[src/rtl/out_channel_reader.sv]
// out_channel_reader: buffers program output words in a ring and streams them to a valid/ready consumer
module out_channel_reader #(
  parameter int MemoryElementWidth = 12,
  parameter int NOut = 3,
  parameter int CountWidth = $clog2(NOut + 1)
) (
  input  logic                          clock,
  input  logic                          reset,
  input  logic                          outWrite,
  input  logic [MemoryElementWidth-1:0] outData,
  input  logic                          finished,
  output logic                          full,
  output logic                          readValid,
  output logic [MemoryElementWidth-1:0] readData,
  input  logic                          readReady,
  output logic [CountWidth-1:0]         count,
  output logic                          overflow,
  output logic                          lateWrite,
  output logic                          drained
);
  localparam int PW = NOut > 1 ? $clog2(NOut) : 1;
  localparam logic [PW-1:0] last = PW'(NOut - 1);
  localparam logic [CountWidth-1:0] cmax = CountWidth'(NOut);
  typedef enum logic [1:0] {STREAM, DRAIN, DONE} state_t;
  state_t state, state_next;
  logic [MemoryElementWidth-1:0] ring [NOut];
  logic [PW-1:0] write_pos, read_pos;
  logic read_fire, wr_en;
  logic [CountWidth-1:0] count_next;
  assign full = count == cmax;
  assign readValid = count != '0;
  assign readData = ring[read_pos];
  assign drained = state == DONE;
  assign read_fire = readValid && readReady;
  assign wr_en = outWrite && (!full || read_fire);
  assign count_next = count + CountWidth'(wr_en) - CountWidth'(read_fire);
  // Once finished is latched, DRAIN/DONE simply track whether the ring will be empty
  always_comb begin
    state_next = state;
    if (state != STREAM || finished) state_next = count_next == '0 ? DONE : DRAIN;
  end
  always_ff @(posedge clock) begin
    if (!reset) begin
      write_pos <= '0;
      read_pos  <= '0;
      count     <= '0;
      state     <= STREAM;
      overflow  <= 1'b0;
      lateWrite <= 1'b0;
    end else begin
      if (wr_en) write_pos <= write_pos == last ? '0 : write_pos + 1'b1;
      if (read_fire) read_pos <= read_pos == last ? '0 : read_pos + 1'b1;
      count <= count_next;
      state <= state_next;
      if (outWrite && full && !read_fire) overflow <= 1'b1;
      if (outWrite && state != STREAM) lateWrite <= 1'b1;
    end
  end
  always_ff @(posedge clock) if (wr_en) ring[write_pos] <= outData;
endmodule

[config.mk]
export PLATFORM = sky130hd
export DESIGN_NAME = out_channel_reader
export DESIGN_NICKNAME = d
export VERILOG_FILES = /design/src/rtl/out_channel_reader.sv
export SDC_FILE = /design/constraint.sdc
export NUM_CORES = 1
export LEC_CHECK = 0
export BUFFER_PORTS_ARGS = -buffer_cell sky130_fd_sc_hd__buf_2
export CAP_MARGIN = 20
export CORE_MARGIN = 1
export CORE_UTILIZATION = 40
export DETAILED_ROUTE_END_ITERATION = 8
export HOLD_SLACK_MARGIN = 0.02
export PLACE_DENSITY_LB_ADDON = 0.3
export SYNTH_ARGS = -nofsm -noshare
export SYNTH_HDL_FRONTEND = slang
export SYNTH_SLANG_ARGS = --single-unit
[constraint.sdc]
create_clock -name clock -period 1.8 [get_ports clock]
set_input_delay 0.09 -clock clock [delete_from_list [all_inputs] [get_ports clock]]
set_output_delay 0.09 -clock clock [all_outputs]
set_load 0.01 [all_outputs]
==> results.json <==
{
  "place_area_um2": 2120,
  "syn2layout_area_growth_pct": 27.6,
  "synth.yosys.warnings": 0,
  "hpwl_mm": 2.26,
  "layout_commonest_cell": "edfxtp_1",
  "drt_first_pass_iters": 2,
  "routed_wl_mm": 3.25,
  "rsz0062_at_grt": "no",
  "syn-cell-area_um2": 1830,
  "rows": 24,
  "drv_cap": 0,
  "fin_nets": 202,
  "netlist.area_leader.share": 0.589,
  "tritoncts": "yes",
  "initial_core_util": 0.418,
  "fmax_mhz": 617,
  "slew_headroom": 0.439,
  "postLayoutCellArea_um2": 2340,
  "grt_usage": 0.146,
  "skew_ns": 0.00559,
  "synth_cells": 127,
  "worst_slew_pin_slew_ns": 0.839,
  "cts_root_buf": "clkbuf_8",
  "whs_ns": 0.121,
  "dieHeight_um": 69.7,
  "met3_usage": 0.0465,
  "cts.sinks": 48,
  "ys_top_cells_by_area": "edfxtp_1 59%, dfxtp_1 13%, mux2i_1 7.1%",
  "grt_pass1_vias": 1179,
  "grt_pass1_wl_mm": 5.35,
  "synth_area_per_cell_um2": 14.4,
  "slew_violations": 0,
  "grt_overflow_total": 0,
  "hold_path_class": "primary input to flip-flop",
  "ys_seq_area_frac": 0.720,
  "port_buffers": 35,
  "cp_cell_sequence": "nand2_1 > o21ai_2 > nor3b_2",
  "endpoint_kind": "flip-flop",
  "instances_no_fill": 237,
  "drc": 0,
  "mostFrequentLayoutCells": "36 x edfxtp_1, 35 x buf_2, 17 x nand2_1",
  "use_met2": 0.262,
  "gp_congestion": 0.712,
  "antenna_left": 0,
  "place_ws_ns": 0.0390,
  "dp_cells": 217,
  "path_class": "flip-flop to flip-flop",
  "dr_total_vias": 1154,
  "clk_path_buf_depth": 2,
  "drt_iter0_drc": 51,
  "cts.clk_slew.worst_paths_ns": 0.08,
  "drive_above_1_share": 0.303,
  "critPathLaunchType": "flip-flop",
  "diodes": 0,
  "cp.required_ns": 1.72,
  "coreArea_um2": 4380,
  "critPathSlowestCell": "nor3b_2",
  "grt_antenna_before_repair": 0,
  "arrival_ns": 1.54,
  "yosysTopAreaCell": "edfxtp_1",
  "syn_nets": 145,
  "wl_per_cell_um": 13.7,
  "fin_crit_ns": 1.62,
  "vdd_drop_max_mv": 0.606,
  "io_pins": 36,
  "cp_slowest_stage_delay_ns": 0.73,
  "cts_buffers": 5,
  "htree_levels": 2,
  "routed_via_density": 4.87,
  "ys_types": 28,
  "clkLatencyLatePin_ns": 0.29,
  "power_mw": 2.74,
  "worst_slack_ns": 0.179,
  "hold_viol": 0,
  "period_share": 0.901,
  "die_w_um": 69.7,
  "grt_max_degree": 25,
  "die-area_um2": 4860,
  "globalRoute.busiestLayer": "met2",
  "setup_violations": 0,
  "outcome": "completed",
  "pwr_density_cell_nw_per_um2": 1170,
  "cp_max_fo": 12,
  "finalSetupTns_ns": 0,
  "fin_util": 0.534,
  "grt_use_met1": 0.157,
  "power_leakage_nw": 0.875,
  "synth-seq-cells": 48
}
Yosys cell counts, drive strengths merged:
cell	count
a21boi	2
a21oi	3
and2	2
buf	1
clkbuf	3
dfxtp	12
edfxtp	36
ha	1
inv	2
mux2i	13
nand2	17
nand2b	1
nand3	1
nor2	2
nor2b	2
nor3	1
nor3b	4
nor4bb	1
o21a	4
o21ai	14
o31a	1
o31ai	1
or2	1
or3	1
xnor2	1
layer usage:
layer / wire (µm) / share of wire / vias up
met1: 1340 / 0.41 / 534
li1: - / - / 578
met2: 1700 / 0.52 / 33
met3: 164 / 0.050 / 9
met5: 0 / 0 / -
met4: 51 / 0.016 / 0
cells by family after synthesis:
| family | synth area share |
|---|---|
| flops | 0.720 |
| compound gates | 0.0839 |
| mux | 0.0709 |
| fa+ha+maj | 0.00682 |
| buf+inv | 0.0130 |
| xor+xnor | 0.00887 |
| simple gates | 0.0962 |
timing repair:
action                                 4_1_cts  5_1_grt
buffers inserted                             0        0
hold buffers                                12        0
setup endpoints to repair                    0       12
endpoints found under the hold margin       36        0
gates resized for setup                      0        1
power by group:
group / total [mW] / leakage (nW) / switching [mW] / internal [mW]
clock network: 0.643 / 0.0445 / 0.331 / 0.312
registers: 1.36 / 0.431 / 0.0524 / 1.31
logic: 0.739 / 0.399 / 0.386 / 0.353
total: 2.74 / 0.875 / 0.770 / 1.97
flip-flops by register name, indices dropped and copies added, names as in the netlist, named ones only:
register	count
count	2
lateWrite	1
overflow	1
read_pos	2
ring	36
state	2
write_pos	2
path summary, 6_finish.rpt:
kind	start	end	slack (ns)	cells after the start
worst min-delay path	reset	lateWrite$_SDFFE_PN0P_	0.12	2
worst max-delay path	count[0]$_SDFF_PN0_	ring[2][4]$_DFFE_PP_	0.18	3
worst min register to register	overflow$_SDFFE_PN0P_	overflow$_SDFFE_PN0P_	0.48	1
worst max register to register	count[0]$_SDFF_PN0_	ring[2][4]$_DFFE_PP_	0.18	3
layout make-up:
class | instances | area, µm²
Tap cell | 52 | 65.1
Inverter | 2 | 7.51
Sequential cell | 48 | 1320
Fill cell | 381 | 2040
Clock buffer | 7 | 86.3
Multi-Input combinational cell | 73 | 505
Clock inverter | 1 | 7.51
Timing Repair Buffer | 54 | 348
critical path, delay by kind of cell (launching register included):
| kind | cells | cell delay [ns] |
|---|---|---|
| simple gates | 2 | 0.82 |
| flops | 1 | 0.32 |
| compound gates | 1 | 0.12 |
(Power assumes the default switching activity.)
